--- src/rtl/tmu_pkg.sv ---
// ---------------------------------------------------------------------------
// tmu_pkg
//   Shared definitions for the TMU scanline divide stage.
//   - TMU_COORD_W : coordinate / dividend / divisor width
//   - tmu_state_e : divide sequencer states
//   - tmu_pts_t   : pass-through point bundle carried alongside the divide
// ---------------------------------------------------------------------------
package tmu_pkg;

    localparam int TMU_COORD_W = 11;

    typedef enum logic [1:0] {
        IDLE = 2'd0,
        DIV  = 2'd1,
        DONE = 2'd2
    } tmu_state_e;

    // Points that ride through the divide untouched.
    typedef struct packed {
        logic [TMU_COORD_W-1:0] y;
        logic [TMU_COORD_W-1:0] s_x;
        logic [TMU_COORD_W-1:0] s_u;
        logic [TMU_COORD_W-1:0] s_v;
        logic [TMU_COORD_W-1:0] e_x;
    } tmu_pts_t;

endpackage

--- src/rtl/tmu_divstep_seq.sv ---
// ---------------------------------------------------------------------------
// tmu_divstep_seq
//   One unsigned restoring divider, one quotient bit per enabled cycle.
//   Ports:
//     clk, rst_n  : clock, async active-low reset (clears quo/rem)
//     load        : load dividend into quotient register, clear remainder
//     step        : perform one restoring step against divisor
//     dividend    : value loaded on load
//     divisor     : divisor, must be held stable while stepping (nonzero)
//     quo, rem    : quotient / remainder registers
//   After WIDTH steps following a load, quo = floor(dividend/divisor) and
//   rem = dividend % divisor.
// ---------------------------------------------------------------------------
module tmu_divstep_seq
    import tmu_pkg::*;
#(
    parameter int WIDTH = TMU_COORD_W
) (
    input  logic             clk,
    input  logic             rst_n,
    input  logic             load,
    input  logic             step,
    input  logic [WIDTH-1:0] dividend,
    input  logic [WIDTH-1:0] divisor,
    output logic [WIDTH-1:0] quo,
    output logic [WIDTH-1:0] rem
);

    logic [WIDTH-1:0] quo_q;
    logic [WIDTH-1:0] rem_q;
    logic [WIDTH:0]   rem_sh;
    logic [WIDTH:0]   dvs_ext;
    logic [WIDTH:0]   rem_sub;
    logic             fits;

    // The working remainder is WIDTH+1 bits only after the shift; once the
    // conditional subtract is applied it is always < divisor, so the stored
    // copy never needs its top bit.
    always_comb begin
        rem_sh  = {rem_q, quo_q[WIDTH-1]};
        dvs_ext = {1'b0, divisor};
        fits    = (rem_sh >= dvs_ext);
        rem_sub = rem_sh - dvs_ext;
    end

    always_ff @(posedge clk or negedge rst_n) begin
        if (!rst_n) begin
            quo_q <= '0;
            rem_q <= '0;
        end else if (load) begin
            quo_q <= dividend;
            rem_q <= '0;
        end else if (step) begin
            quo_q <= {quo_q[WIDTH-2:0], fits};
            rem_q <= fits ? rem_sub[WIDTH-1:0] : rem_sh[WIDTH-1:0];
        end
    end

    assign quo = quo_q;
    assign rem = rem_q;

endmodule

--- src/rtl/tmu_scandiv_seq.sv ---
// ---------------------------------------------------------------------------
// tmu_scandiv_seq
//   Scanline divide-operands consumer. Accepts one operand set, computes
//   du/divisor and dv/divisor with two parallel restoring dividers (one bit
//   per cycle), then offers the results downstream.
//   Ports:
//     sys_clk, sys_rst_n       : clock, async active-low reset
//     busy                     : high whenever not IDLE
//     pipe_stb_i / pipe_ack_o  : upstream handshake (ack only in IDLE)
//     Y,S_X,S_U,S_V,E_X        : pass-through points
//     du_positive, dv_positive : sign flags, passed through
//     du, dv, divisor          : unsigned dividends and common divisor
//     pipe_stb_o / pipe_ack_i  : downstream handshake (stb only in DONE)
//     *_o                      : registered pass-through values
//     du_q,du_r,dv_q,dv_r      : quotients and remainders
//     divisor_o                : divisor actually used (0 replaced by 1)
//   Latency: accept edge A, steps at A+1..A+WIDTH, valid from A+WIDTH.
//   WIDTH must match TMU_COORD_W since the point bundle uses that width.
// ---------------------------------------------------------------------------
module tmu_scandiv_seq
    import tmu_pkg::*;
#(
    parameter int WIDTH = TMU_COORD_W
) (
    input  logic             sys_clk,
    input  logic             sys_rst_n,
    output logic             busy,

    input  logic             pipe_stb_i,
    output logic             pipe_ack_o,
    input  logic [WIDTH-1:0] Y,
    input  logic [WIDTH-1:0] S_X,
    input  logic [WIDTH-1:0] S_U,
    input  logic [WIDTH-1:0] S_V,
    input  logic [WIDTH-1:0] E_X,
    input  logic             du_positive,
    input  logic             dv_positive,
    input  logic [WIDTH-1:0] du,
    input  logic [WIDTH-1:0] dv,
    input  logic [WIDTH-1:0] divisor,

    output logic             pipe_stb_o,
    input  logic             pipe_ack_i,
    output logic [WIDTH-1:0] Y_o,
    output logic [WIDTH-1:0] S_X_o,
    output logic [WIDTH-1:0] S_U_o,
    output logic [WIDTH-1:0] S_V_o,
    output logic [WIDTH-1:0] E_X_o,
    output logic             du_positive_o,
    output logic             dv_positive_o,
    output logic [WIDTH-1:0] du_q,
    output logic [WIDTH-1:0] du_r,
    output logic [WIDTH-1:0] dv_q,
    output logic [WIDTH-1:0] dv_r,
    output logic [WIDTH-1:0] divisor_o
);

    localparam int               CNT_W    = (WIDTH > 1) ? $clog2(WIDTH) : 1;
    localparam logic [CNT_W-1:0] CNT_LAST = CNT_W'(WIDTH - 1);
    localparam int               NDIV     = 2;  // [0]=du, [1]=dv

    tmu_state_e       state_q, state_d;
    logic [CNT_W-1:0] cnt_q;
    tmu_pts_t         pts_q;
    logic             du_pos_q, dv_pos_q;
    logic [WIDTH-1:0] dvs_q;

    logic             accept;
    logic             step_en;
    logic             last_step;
    logic             out_hs;

    logic [NDIV-1:0][WIDTH-1:0] dvd;
    logic [NDIV-1:0][WIDTH-1:0] quo;
    logic [NDIV-1:0][WIDTH-1:0] rem;

    assign accept    = pipe_stb_i && pipe_ack_o;
    assign step_en   = (state_q == DIV);
    assign last_step = step_en && (cnt_q == '0);
    assign out_hs    = pipe_stb_o && pipe_ack_i;

    // ---- FSM: state register ----
    always_ff @(posedge sys_clk or negedge sys_rst_n) begin
        if (!sys_rst_n) state_q <= IDLE;
        else            state_q <= state_d;
    end

    // ---- FSM: next state ----
    always_comb begin
        state_d = state_q;
        case (state_q)
            IDLE:    if (accept)    state_d = DIV;
            DIV:     if (last_step) state_d = DONE;
            DONE:    if (out_hs)    state_d = IDLE;
            default:                state_d = IDLE;
        endcase
    end

    // ---- FSM: outputs (pure state decode, no path from pipe_ack_i) ----
    always_comb begin
        busy       = (state_q != IDLE);
        pipe_ack_o = (state_q == IDLE);
        pipe_stb_o = (state_q == DONE);
    end

    // Step counter: loaded with WIDTH-1 on accept, counts down in DIV.
    always_ff @(posedge sys_clk or negedge sys_rst_n) begin
        if (!sys_rst_n)              cnt_q <= '0;
        else if (accept)             cnt_q <= CNT_LAST;
        else if (step_en && !last_step) cnt_q <= cnt_q - 1'b1;
    end

    // Pass-through and divisor capture. A zero divisor is replaced by 1 so
    // the dividers still finish in WIDTH steps with q=dividend, r=0.
    always_ff @(posedge sys_clk or negedge sys_rst_n) begin
        if (!sys_rst_n) begin
            pts_q    <= '0;
            du_pos_q <= 1'b0;
            dv_pos_q <= 1'b0;
            dvs_q    <= '0;
        end else if (accept) begin
            pts_q    <= '{y: Y, s_x: S_X, s_u: S_U, s_v: S_V, e_x: E_X};
            du_pos_q <= du_positive;
            dv_pos_q <= dv_positive;
            dvs_q    <= (divisor == '0) ? WIDTH'(1) : divisor;
        end
    end

    assign dvd[0] = du;
    assign dvd[1] = dv;

    for (genvar i = 0; i < NDIV; i++) begin : g_div
        tmu_divstep_seq #(
            .WIDTH   (WIDTH)
        ) u_div (
            .clk     (sys_clk),
            .rst_n   (sys_rst_n),
            .load    (accept),
            .step    (step_en),
            .dividend(dvd[i]),
            .divisor (dvs_q),
            .quo     (quo[i]),
            .rem     (rem[i])
        );
    end

    assign Y_o           = pts_q.y;
    assign S_X_o         = pts_q.s_x;
    assign S_U_o         = pts_q.s_u;
    assign S_V_o         = pts_q.s_v;
    assign E_X_o         = pts_q.e_x;
    assign du_positive_o = du_pos_q;
    assign dv_positive_o = dv_pos_q;
    assign du_q          = quo[0];
    assign du_r          = rem[0];
    assign dv_q          = quo[1];
    assign dv_r          = rem[1];
    assign divisor_o     = dvs_q;

endmodule

--- config.mk ---
export PLATFORM = sky130hd
export DESIGN_NAME = tmu_scandiv_seq
export DESIGN_NICKNAME = d
export VERILOG_FILES = /design/src/rtl/tmu_pkg.sv /design/src/rtl/tmu_divstep_seq.sv /design/src/rtl/tmu_scandiv_seq.sv
export SDC_FILE = /design/constraint.sdc
export NUM_CORES = 1
export LEC_CHECK = 0
export CAP_MARGIN = 0
export CORE_ASPECT_RATIO = 0.7
export CORE_MARGIN = 10
export CORE_UTILIZATION = 45
export CTS_CLUSTER_DIAMETER = 60
export DETAILED_ROUTE_END_ITERATION = 8
export GPL_TIMING_DRIVEN = 0
export PLACE_DENSITY = 0.8
export SLEW_MARGIN = 20
export SYNTH_ARGS = -nofsm -noshare
export SYNTH_HDL_FRONTEND = slang
export SYNTH_SLANG_ARGS = --single-unit
--- constraint.sdc ---
create_clock -name sys_clk -period 2.7 [get_ports sys_clk]
set_input_delay 0.405 -clock sys_clk [delete_from_list [all_inputs] [get_ports sys_clk]]
set_output_delay 0.405 -clock sys_clk [all_outputs]
set_load 0.05 [all_outputs]
==> impl_results.rst, run 1 <==
.. list-table::
   :header-rows: 1

   * - Metric
     - Value
   * - Run status
     - complete, no violations
   * - Clock transition at the registers of the reported paths
     - around 0.060 ns
   * - First-pass GRT wire length
     - between 20000 and 30000 um
   * - Overflow left after global routing
     - 0
   * - Cell area after layout
     - roughly 8800 um2
   * - Maximum number of pins on one net before global-route repair
     - 68
   * - DR WL/cell
     - 17.92 um
   * - Crit path capture type
     - register
   * - Wirelength, routed
     - approximately 19000 um
   * - Cell count after placement
     - between 1000 and 1500
   * - Number of levels in the clock H-tree
     - 4
   * - Share of the yosys chip area belonging to registers
     - 50.34%
   * - Path depth of the worst reg2reg path
     - 11
   * - Synthesized area per cell
     - 8.820 um2
   * - Antenna violations before repair
     - 0
   * - Area added between synthesis and finish
     - 49.96%
   * - Worst slew slack as a fraction of its limit
     - between 50 and 60%
   * - Post-route clock period utilization
     - 94.76%
   * - Placed wire-length estimate after detailed placement
     - approximately 15000 um
   * - Number of nets in the finished design
     - between 1000 and 1500
   * - Biggest area contributors in the synthesized netlist
     - sky130_fd_sc_hd__dfrtp_1, sky130_fd_sc_hd__nand2_1, sky130_fd_sc_hd__ha_1
   * - Share of synthesized flip-flops with an asynchronous set or reset
     - 100.0%
   * - Most used flip-flop cell after synthesis
     - sky130_fd_sc_hd__dfrtp_1
   * - Area used by multi-input combinational logic
     - 2704 um2
   * - DR DRC count
     - 0
   * - Clock sink count
     - ~120
   * - Syn Nets
     - between 700 and 800
   * - Number of enable flip-flop cells after synthesis
     - 0
   * - Clock insertion delay at the later pin of the skew report
     - 0.40 ns
   * - CP Data Arrival Time
     - around 2.8 ns
   * - Unrepaired setup endpoints after global routing
     - no
   * - Starting density of the core
     - a little under half
   * - Number of buffer cells added on primary ports
     - between 200 and 250
   * - Master cell of the clock root buffer
     - sky130_fd_sc_hd__clkbuf_16
   * - Max Transition Viols Final
     - 0
   * - Antenna diode instance count
     - 0
   * - DRT antenna net count
     - 0
   * - Synth cell count leaders
     - sky130_fd_sc_hd__nand2_1, sky130_fd_sc_hd__dfrtp_1, sky130_fd_sc_hd__o21ai_0, sky130_fd_sc_hd__ha_1, sky130_fd_sc_hd__a22oi_1
   * - Summed instance area of the synthesized netlist
     - slightly below 6000 um2
   * - Area fraction of the dominant cell type after synthesis
     - around 50%
   * - Worst Max-Slew Pin Slew
     - between 0.6 and 0.7 ns
   * - Total of fill cells in the finished design
     - ~1000
   * - DRC marker count from the first detailed-route iteration
     - about 320
   * - Placed cell area
     - just over 8000 um2
   * - Worst Setup Path Type
     - register to register
   * - Via count of the first global-routing pass
     - ~5500
   * - Final Hold Viols
     - 0
   * - Number of cells traversed by the worst hold path
     - 2
   * - Total via count in the routed design
     - roughly 5500
   * - FF/Latch Area
     - a little under 3000 um2
   * - TritonRoute pass-1 iters
     - 5
   * - Proportion of layout cells with a drive suffix above 1
     - between 6 and 7%
   * - TritonCTS clock tree
     - built
   * - DIE AREA
     - around 18000 um2
   * - Cell taking the most area after synthesis
     - sky130_fd_sc_hd__dfrtp_1
   * - RePlAce Congestion
     - ~0.93
   * - FF+latch count, synth
     - roughly 120
   * - Die width
     - 156.5 um
   * - Max Clk Rate
     - ~390 MHz
   * - Path class of the lowest-slack min-delay path
     - register to register
   * - Mean number of vias per cell
     - about 5.1
   * - Count of mapped cells out of synthesis
     - roughly 670
   * - Number of warnings issued by yosys
     - 0
   * - Req. time, crit path
     - between 2 and 3 ns
   * - Worst setup SP type
     - register
   * - Distinct cell type count of the synthesized netlist
     - between 40 and 50
   * - Core Box Area
     - about 13000 um2
   * - Filler-free cell count of the finished design
     - roughly 1100
   * - Utilization after layout
     - 69.85%
   * - Total Routing Usage GR
     - approximately a fifth
   * - I/O pins
     - between 200 and 250
   * - Minimum period implied by the final worst setup slack
     - 2.558 ns
   * - Clk buf depth
     - 2
   * - Max-cap check violation count
     - 0
   * - Setup Viol. Count Final
     - 0
   * - Total clock buffers created by CTS
     - 17
   * - Die height
     - roughly 120 um
   * - Max Fanout on Critical Path
     - 10
   * - Count leader, synth
     - sky130_fd_sc_hd__nand2_1
   * - Number of placement rows
     - 34
   * - Skew final
     - approximately 0.009 ns
-- cells by family (layout without fill, tap and decap cells) --
group                    count (synthesis)  count (layout)  synth area share [%]
buffers and inverters                   53             295                 3.903
adder cells (fa/ha/maj)                 25              25                 5.589
multiplexers                            15              15                 2.581
AO/OA/AOI/OAI                          122             122                 13.46
AND/OR/NAND/NOR                        316             316                 21.74
XOR/XNOR                                16              16                 2.389
flip-flops                             118             118                 50.34
-- worst max-delay path, cell delays in order (launching register included) --
cell and delay (ns):
sky130_fd_sc_hd__dfrtp_1 0.41, sky130_fd_sc_hd__inv_2 0.13, sky130_fd_sc_hd__ha_1 0.18, sky130_fd_sc_hd__inv_1 0.06, sky130_fd_sc_hd__fa_1 0.42, sky130_fd_sc_hd__a211oi_2 0.25, sky130_fd_sc_hd__o21ai_1 0.12, sky130_fd_sc_hd__a21oi_2 0.19
sky130_fd_sc_hd__o221ai_4 0.16, sky130_fd_sc_hd__buf_6 0.20, sky130_fd_sc_hd__mux2i_1 0.19, sky130_fd_sc_hd__o21ai_1 0.09
-- metal layers --
| layer | wire length [um] | GRT usage [%] |
|---|---|---|
| met5 | 0 | 0 |
| met4 | 137 | 3.386 |
| met3 | 1927 | 8.923 |
| met2 | 8595 | 31.85 |
| met1 | 8498 | 27.44 |
-- state kept, by name, summed over array words and instances (netlist names) --
signal and flops:
state_q 2, S_U_o 11, S_X_o 11, g_div.u_div.quo 22, E_X_o 11, S_V_o 11
cnt_q 4, dv_positive_o 1, g_div.u_div.rem 22, du_positive_o 1, divisor_o 11, Y_o 11
-- cell usage in the layout (no fill, tap or decap), types with 5 or more instances in the layout --
cell / netlist / routed
sky130_fd_sc_hd__nor2_1: 21 / 20
sky130_fd_sc_hd__inv_1: 21 / 20
sky130_fd_sc_hd__xnor2_1: 11 / 11
sky130_fd_sc_hd__o21ai_0: 38 / 38
sky130_fd_sc_hd__dfrtp_1: 118 / 118
sky130_fd_sc_hd__nand3_1: 21 / 21
sky130_fd_sc_hd__buf_2: 11 / 11
sky130_fd_sc_hd__clkbuf_16: 0 / 17
sky130_fd_sc_hd__ha_1: 23 / 23
sky130_fd_sc_hd__clkbuf_1: 18 / 18
sky130_fd_sc_hd__mux2i_1: 14 / 14
sky130_fd_sc_hd__o21ai_1: 8 / 8
sky130_fd_sc_hd__a22oi_1: 22 / 22
sky130_fd_sc_hd__nand2_1: 254 / 254
sky130_fd_sc_hd__a21oi_1: 20 / 19
sky130_fd_sc_hd__nor2b_1: 5 / 5
sky130_fd_sc_hd__clkdlybuf4s50_1: 0 / 207
sky130_fd_sc_hd__xor2_1: 5 / 5
-- repair_timing --
action / in CTS / in global routing
pin swaps: 1 / 1
hold buffers: 1 / 0
endpoints found under the setup margin: 1 / 16
gates resized for setup: 0 / 5
hold endpoints to repair: 51 / 0
buffers inserted: 0 / 1
-- cell type report --
| type | instances | share of cell area, % |
|---|---|---|
| well taps | 162 | 2.304 |
| multi-input cells | 494 | 30.74 |
| repair buffers | 211 | 24.20 |
| clock inverters | 14 | 1.750 |
| inverters | 21 | 0.8962 |
| clock buffers | 17 | 4.836 |
| flip-flops and latches | 118 | 33.57 |
| plain buffers | 32 | 1.707 |
-- final timing paths --
path / from / end / slack (ns)
setup / recovery: g_div[1].u_div.quo[10]$_DFFE_PN0P_ / g_div[1].u_div.rem[8]$_DFFE_PN0P_ / 0.14
hold / removal: S_X_o[5]$_DFFE_PN0P_ / S_X_o[5]$_DFFE_PN0P_ / 0.47
setup reg to reg: g_div[1].u_div.quo[10]$_DFFE_PN0P_ / g_div[1].u_div.rem[8]$_DFFE_PN0P_ / 0.14
hold reg to reg: S_X_o[5]$_DFFE_PN0P_ / S_X_o[5]$_DFFE_PN0P_ / 0.47
max in group asynchronous: sys_rst_n / S_V_o[5]$_DFFE_PN0P_ / 1.50
min in group asynchronous: sys_rst_n / g_div[1].u_div.rem[1]$_DFFE_PN0P_ / 0.51
-- per-stage QoR --
stage	hold WS (ns)	TNS, ns	setup WS (ns)
after floorplan	0.1094	0	0.08496
after global placement	0.4567	-401.56	-3.411
after detailed placement	0.3858	-0.004936	-0.004936
after CTS	0.4755	0	0.005739
after global routing	0.4911	0	0.05014
final	0.4707	0	0.1415
Power of run 1 is not shown: default switching activity piles up to over one toggle a cycle in this logic, so the estimate is an artifact.
==> run 2: changes to the inputs <==
CORE_UTILIZATION = 46   (was 45)
PLACE_DENSITY = 0.81   (was 0.8)
SYNTH_HIERARCHICAL = 1   (was default)
==> run 2 against run 1 <==
Cell area increased by 4.4%. Sequential share of layout area decreased by 1.4 points. Setup slack improved by 0.064 ns. Wire length increased by 3.9%. Utilization decreased by 0.16 points. Clock skew increased by 0.0014 ns. Count of clock-buffer cells in the layout increased by 1. Fmax increased by 2.5%. Register-to-register slack improved by 0.06 ns. Global-route usage increased by 0.23 points. Via count decreased by 3.0%. Critical path type unchanged.
==> impl_results.rst, run 2 <==
.. list-table::
   :header-rows: 1

   * - Metric
     - Value
   * - Run status
     - complete, no violations
   * - Number of buffer cells added on primary ports
     - 208 (unchanged)
   * - Clock insertion delay at the later pin of the skew report
     - 0.42 ns (+0.02 ns)
   * - Most used flip-flop cell after synthesis
     - sky130_fd_sc_hd__dfrtp_1
   * - Count leader, synth
     - sky130_fd_sc_hd__dfrtp_1
   * - Worst setup SP type
     - register
   * - DR DRC count
     - 0 (unchanged)
   * - Max Fanout on Critical Path
     - 10 (unchanged)
   * - Total Routing Usage GR
     - 21.07% (+0.23 points)
   * - Number of nets in the finished design
     - 909 (-10%)
   * - Placed cell area
     - 8559 um2 (+4.7%)
   * - Syn Nets
     - 679 (-13%)
   * - DRT antenna net count
     - 0 (unchanged)
   * - Share of the yosys chip area belonging to registers
     - 47.49% (-2.8 points)
   * - Wirelength, routed
     - 19900 um (+3.9%)
   * - First-pass GRT wire length
     - 31050 um (+3.8%)
   * - Clk buf depth
     - 2 (unchanged)
   * - Number of enable flip-flop cells after synthesis
     - 0 (unchanged)
   * - Max Clk Rate
     - 400.8 MHz (+2.5%)
   * - Count of mapped cells out of synthesis
     - 560 (-16%)
   * - Placed wire-length estimate after detailed placement
     - 15540 um (+5.6%)
   * - Cell taking the most area after synthesis
     - sky130_fd_sc_hd__dfrtp_1
   * - Req. time, crit path
     - 3.01 ns (+0.05 ns)
   * - Total Negative Setup Slacks
     - 0 ns (unchanged)
   * - Highest-count cells in the layout ignoring fill and taps
     - sky130_fd_sc_hd__clkdlybuf4s50_1, sky130_fd_sc_hd__dfrtp_1, sky130_fd_sc_hd__mux2_1, sky130_fd_sc_hd__nand2_1, sky130_fd_sc_hd__inv_1
   * - Max-cap check violation count
     - 0 (unchanged)
   * - Master cell of the clock root buffer
     - sky130_fd_sc_hd__clkbuf_16
   * - Mean number of vias per cell
     - 5.364 (+4.8%)
   * - Maximum number of pins on one net before global-route repair
     - 67 (-1.5%)
   * - Share of synthesized flip-flops with an asynchronous set or reset
     - 100.0% (unchanged)
   * - I/O pins
     - 209 (unchanged)
   * - Max Transition Viols Final
     - 0 (unchanged)
   * - Utilization after layout
     - 69.69% (-0.16 points)
   * - Unrepaired setup endpoints after global routing
     - no
   * - Skew final
     - 0.01029 ns (+0.001399 ns)
   * - Clock sink count
     - 118 (unchanged)
   * - CP Data Arrival Time
     - 2.81 ns (about the same)
   * - Clock transition at the registers of the reported paths
     - 0.06 ns (about the same)
   * - Proportion of layout cells with a drive suffix above 1
     - 11.58% (+4.7 points)
   * - Post-route clock period utilization
     - 92.40% (-2.4 points)
   * - Area added between synthesis and finish
     - 47.76%
   * - Core Box Area
     - 13180 um2 (+4.7%)
   * - Total via count in the routed design
     - 5305 (-3.0%)
   * - Crit path capture type
     - register
   * - Worst Max-Slew Pin Slew
     - 0.6235 ns (-0.02196 ns)
   * - Summed instance area of the synthesized netlist
     - 6217 um2 (+6.0%)
   * - FF+latch count, synth
     - 118 (unchanged)
   * - Overflow left after global routing
     - 0 (unchanged)
   * - Synthesized area per cell
     - 11.10 um2 (+26%)
   * - Total clock buffers created by CTS
     - 17 (unchanged)
   * - Via count of the first global-routing pass
     - 5613 (+2.6%)
   * - DRC marker count from the first detailed-route iteration
     - 317 (+0.32%)
   * - Die width
     - 159.0 um (+1.6%)
   * - Area fraction of the dominant cell type after synthesis
     - 47.49% (-2.8 points)
   * - Antenna violations before repair
     - 0 (unchanged)
   * - Number of placement rows
     - 35 (+2.9%)
   * - Setup Viol. Count Final
     - 0 (unchanged)
   * - TritonRoute pass-1 iters
     - 5 (unchanged)
   * - Synth cell count leaders
     - sky130_fd_sc_hd__dfrtp_1, sky130_fd_sc_hd__mux2_1, sky130_fd_sc_hd__nand2_1, sky130_fd_sc_hd__inv_1, sky130_fd_sc_hd__nor2_1
   * - TritonCTS clock tree
     - built
   * - Number of warnings issued by yosys
     - 6 (+6)
   * - Number of levels in the clock H-tree
     - 4 (unchanged)
   * - Path class of the lowest-slack min-delay path
     - register to register
   * - DIE AREA
     - 18640 um2 (+3.1%)
   * - RePlAce Congestion
     - 0.8613 (-7.0%)
   * - Biggest area contributors in the synthesized netlist
     - sky130_fd_sc_hd__dfrtp_1, sky130_fd_sc_hd__mux2_1, sky130_fd_sc_hd__ha_1
   * - Starting density of the core
     - 47.17% (+0.58 points)
   * - Cell area after layout
     - 9186 um2 (+4.4%)
   * - Distinct cell type count of the synthesized netlist
     - 58 (+18%)
   * - Most common cell after layout, fill and taps aside
     - sky130_fd_sc_hd__clkdlybuf4s50_1
   * - Die height
     - 117.3 um (+1.5%)
   * - Final Hold Viols
     - 0 (unchanged)
   * - Worst slew slack as a fraction of its limit
     - 58.44% (+1.6 points)
   * - Worst Setup Path Type
     - register to register
   * - DR WL/cell
     - 20.12 um (+12%)
   * - Minimum period implied by the final worst setup slack
     - 2.495 ns (-0.06358 ns)
run 2: cell type report:
cell class                      count  area (um2)
Timing Repair Buffer              211        2128
Clock inverter                     14       167.7
Inverter                           39       146.4
Tap cell                          185       231.5
Sequential cell                   118        2953
Fill cell                         966        3995
Antenna cell                        1       2.502
Multi-Input combinational cell    374        2954
Buffer                             29       173.9
Clock buffer                       18       429.2
run 2: layer usage:
metal / track usage (%) / vias up / wire length, um
met5: 0 / - / 0
met4: 6.585 / 0 / 301
met3: 9.818 / 29 / 2154
met2: 33.85 / 230 / 9134
met1: 24.89 / 2567 / 8308
li1: - / 2479 / -
run 2: what timing repair did:
action                                  4_1_cts  5_1_grt
hold buffers                                  1        0
endpoints found under the hold margin        52        0
resized for setup                             0        2
buffers inserted                              0        1
endpoints found under the setup margin        0       10
run 2: final timing paths:
check / slack, ns / startpoint / cells after the start / to
worst max-delay path: 0.21 / g_div[1].u_div/quo[10]$_DFFE_PN0P_ / 11 / g_div[1].u_div/rem[9]$_DFFE_PN0P_
worst min-delay path: 0.48 / S_V_o[8]$_DFFE_PN0P_ / 1 / S_V_o[8]$_DFFE_PN0P_
worst max register to register: 0.21 / g_div[1].u_div/quo[10]$_DFFE_PN0P_ / 11 / g_div[1].u_div/rem[9]$_DFFE_PN0P_
worst min register to register: 0.48 / S_V_o[8]$_DFFE_PN0P_ / 1 / S_V_o[8]$_DFFE_PN0P_
max in group asynchronous: 1.48 / sys_rst_n / 3 / S_X_o[2]$_DFFE_PN0P_
min in group asynchronous: 0.54 / sys_rst_n / 2 / g_div[1].u_div/quo[3]$_DFFE_PN0P_
run 2: kinds of logic (layout without fill, tap and decap cells):
| logic type | Yosys count | in the layout | share of synthesized area (%) |
|---|---|---|---|
| AOI/OAI and AO/OA | 118 | 118 | 14.21 |
| xor gates and xnor gates | 12 | 12 | 1.691 |
| adders and majority gates | 25 | 25 | 5.273 |
| buffers and inverters | 68 | 311 | 5.152 |
| DFF | 118 | 118 | 47.49 |
| muxes | 95 | 95 | 16.72 |
| other | 0 | 1 | 0 |
| and+or+nand+nor | 124 | 124 | 9.459 |
run 2: metrics by stage:
step / hold WS [ns] / setup WS, ns / std cells
floorplan: 0.1094 / 0.04516 / 560
global placement: 0.4680 / -3.209 / 953
detailed placement: 0.4118 / -0.01336 / 954
CTS: 0.4884 / 0.06928 / 987
global route: 0.5052 / 0.04084 / 988
finish: 0.4840 / 0.2051 / 989
run 2: critical path, stage by stage (launching register included):
cell                       delay [ns]
sky130_fd_sc_hd__dfrtp_1         0.44
sky130_fd_sc_hd__inv_1           0.09
sky130_fd_sc_hd__ha_1            0.17
sky130_fd_sc_hd__inv_1           0.06
sky130_fd_sc_hd__fa_2            0.37
sky130_fd_sc_hd__a211oi_4        0.27
sky130_fd_sc_hd__o21ai_2         0.12
sky130_fd_sc_hd__a31oi_4         0.22
sky130_fd_sc_hd__o21a_2          0.19
sky130_fd_sc_hd__buf_6           0.13
sky130_fd_sc_hd__nand2_1         0.07
sky130_fd_sc_hd__a311oi_2        0.27
Power of run 2 is left out for the same reason.
==> run 3: changes to the inputs <==
REMOVE_ABC_BUFFERS = 1   (was default)
==> run 3 against run 2 <==
Worst hold slack got worse by 0.00095 ns. Sequential share of layout area decreased by 0.074 points. Count of clock-buffer cells in the layout increased by 1. Fmax increased by 0.39%. Critical path type unchanged. Critical endpoint is now g_div[0].u_div/rem[10]$_DFFE_PN0P_. Global-route usage decreased by 0.79 points. Via count decreased by 2.3%.
==> impl_results.rst, run 3 (synthesis gave the netlist of run 2 again) <==
.. list-table::
   :header-rows: 1

   * - Metric
     - Value
   * - Run status
     - complete, no violations
   * - TritonCTS clock tree
     - built
   * - Clock insertion delay at the later pin of the skew report
     - 0.41 ns (about the same)
   * - Number of setup buffers added after CTS
     - 0 (unchanged)
   * - RePlAce Congestion
     - 0.8617 (about the same)
   * - Core Box Area
     - 13180 um2 (unchanged)
   * - Master cell of the clock root buffer
     - sky130_fd_sc_hd__clkbuf_16
   * - Worst slew slack as a fraction of its limit
     - 49.75% (-8.7 points)
   * - Overflow left after global routing
     - 0 (unchanged)
   * - Total of fill cells in the finished design
     - 924 (-4.3%)
   * - Clk buf depth
     - 2 (unchanged)
   * - FF/Latch Area
     - 2953 um2 (unchanged)
   * - Crit path capture type
     - register
   * - Max Transition Viols Final
     - 0 (unchanged)
   * - Number of buffer cells added on primary ports
     - 208 (unchanged)
   * - Area used by multi-input combinational logic
     - 2965 um2 (+0.38%)
   * - Skew final
     - 0.01421 ns (+0.003920 ns)
   * - Most common cell after layout, fill and taps aside
     - sky130_fd_sc_hd__clkdlybuf4s50_1
   * - Mean number of vias per cell
     - 5.348 (-0.30%)
   * - Placed wire-length estimate after detailed placement
     - 14080 um (-9.4%)
   * - Cell count after placement
     - 936 (-1.9%)
   * - I/O pins
     - 209 (unchanged)
   * - Crit path largest cell delay
     - 0.43 ns (about the same)
   * - Series of cell instances along the critical path
     - inv_1, ha_1, nand4b_1, a311oi_2, a211o_2, nor2_1, a31o_2, a211oi_1
   * - First-pass GRT wire length
     - 30370 um (-2.2%)
   * - Max Clk Rate
     - 402.4 MHz (+0.39%)
   * - Kind of cell with the highest combined delay on the critical path
     - compound AO/OA/AOI/OAI gates
   * - Antenna diode instance count
     - 0 (-1)
   * - Die height
     - 117.3 um (unchanged)
   * - DRT antenna net count
     - 0 (unchanged)
   * - DIE AREA
     - 18640 um2 (unchanged)
   * - Minimum period implied by the final worst setup slack
     - 2.485 ns (-0.009717 ns)
   * - Total clock buffers created by CTS
     - 17 (unchanged)
   * - DR DRC count
     - 0 (unchanged)
   * - Setup Viol. Count Final
     - 0 (unchanged)
   * - TritonRoute pass-1 iters
     - 5 (unchanged)
   * - Req. time, crit path
     - 3.01 ns (about the same)
   * - Antenna violations before repair
     - 0 (unchanged)
   * - End of the worst register-to-register path
     - g_div[0].u_div/rem[10]$_DFFE_PN0P_
   * - Worst Max-Slew Pin Slew
     - 0.7521 ns (+0.1286 ns)
   * - Number of buffers and inverters on the critical path
     - 1 (-2)
   * - Number of nets in the finished design
     - 890 (-2.1%)
   * - DR WL/cell
     - 19.43 um (-3.4%)
   * - Path depth of the worst reg2reg path
     - 8 (-3)
   * - Proportion of layout cells with a drive suffix above 1
     - 11.35% (-0.23 points)
   * - Worst Setup Path Type
     - register to register
   * - Wirelength, routed
     - 18830 um (-5.4%)
   * - Highest-count cells in the layout ignoring fill and taps
     - sky130_fd_sc_hd__clkdlybuf4s50_1, sky130_fd_sc_hd__dfrtp_1, sky130_fd_sc_hd__mux2_1, sky130_fd_sc_hd__nand2_1, sky130_fd_sc_hd__inv_1
   * - Maximum number of pins on one net before global-route repair
     - 76 (+13%)
   * - Max-cap check violation count
     - 0 (unchanged)
   * - Max Fanout on Critical Path
     - 18 (+8)
   * - Via count of the first global-routing pass
     - 5638 (+0.45%)
   * - Clock transition at the registers of the reported paths
     - 0.06 ns (about the same)
   * - Startpoint of the worst-slack reg-to-reg timing path
     - divisor_o[8]$_DFFE_PN0P_
   * - Number of placement rows
     - 35 (unchanged)
   * - Clock sink count
     - 118 (unchanged)
   * - CP Data Arrival Time
     - 2.80 ns (about the same)
   * - Post-route clock period utilization
     - 92.04% (-0.36 points)
   * - Final Hold Viols
     - 0 (unchanged)
   * - Worst-path cell with the longest stage delay
     - sky130_fd_sc_hd__ha_1
   * - Worst setup SP type
     - register
   * - Path class of the lowest-slack min-delay path
     - primary input to asynchronous set/reset pin
   * - Total via count in the routed design
     - 5182 (-2.3%)
   * - Die width
     - 159.0 um (unchanged)
   * - Starting density of the core
     - 47.17% (unchanged)
   * - Number of levels in the clock H-tree
     - 4 (unchanged)
   * - Unrepaired setup endpoints after global routing
     - no
   * - Filler-free cell count of the finished design
     - 969 (-2.0%)
   * - DRC marker count from the first detailed-route iteration
     - 224 (-29%)
   * - Internal reg-to-reg setup slack
     - 0.21 ns (about the same)
   * - Total Routing Usage GR
     - 20.27% (-0.79 points)
   * - Area added between synthesis and finish
     - 48.10%
run 3: cell type report:
cell class                 instances  area share, %
clock buffer                      19          4.919
clock inverter                    13          1.848
timing repair buffer             221          24.85
inverter                          39          1.590
sequential                       118          32.07
tap                              185          2.514
multi-input combinational        374          32.21
run 3: worst max path at each step:
| stage | endpoint | depth (start not counted) | slack (ns) | start |
|---|---|---|---|---|
| 2_1_floorplan | g_div[0].u_div/rem[5]$_DFFE_PN0P_ | 5 | -3.93 | state_q[1]$_DFFE_PN0P_ |
| 3_3_place_gp | g_div[0].u_div/rem[6]$_DFFE_PN0P_ | 6 | -6.67 | pipe_stb_i |
| 3_5_place_dp | g_div[0].u_div/rem[0]$_DFFE_PN0P_ | 8 | 0.12 | divisor_o[0]$_DFFE_PN0P_ |
| 4_1_cts | g_div[0].u_div/rem[0]$_DFFE_PN0P_ | 8 | 0.1 | divisor_o[0]$_DFFE_PN0P_ |
| 5_1_grt | g_div[1].u_div/rem[9]$_DFFE_PN0P_ | 10 | 0.03 | g_div[1].u_div/quo[10]$_DFFE_PN0P_ |
| 6_report | g_div[0].u_div/rem[10]$_DFFE_PN0P_ | 8 | 0.21 | divisor_o[8]$_DFFE_PN0P_ |
run 3: metrics by stage:
step | instance area [um2] | util [%] | worst slack (ns) | hold WS (ns) | TNS (ns)
final | 9208 | 69.85 | 0.2148 | 0.4830 | 0
after CTS | 9200 | 69.80 | 0.09506 | 0.4840 | 0
after global placement | 8357 | 63.40 | -6.670 | 0.4681 | -1035.70
after floorplan | 6043 | - | -3.932 | 0.1094 | -362.76
after global routing | 9208 | 69.85 | 0.02634 | 0.4993 | 0
after detailed placement | 8567 | 64.99 | 0.1163 | 0.3564 | 0
run 3: routing by layer:
| layer | wire length (um) | GRT usage [%] |
|---|---|---|
| met1 | 7557 | 23.24 |
| met2 | 8841 | 32.82 |
| met3 | 2249 | 10.62 |
| met4 | 177 | 5.785 |
| met5 | 0 | 0 |
run 3: repair_timing:
action                                 in CTS  in global routing
hold buffers                                1                  0
setup endpoints to repair                   0                 17
endpoints found under the hold margin      43                  0
resized for setup                           0                  2
Power of run 3 is left out for the same reason.
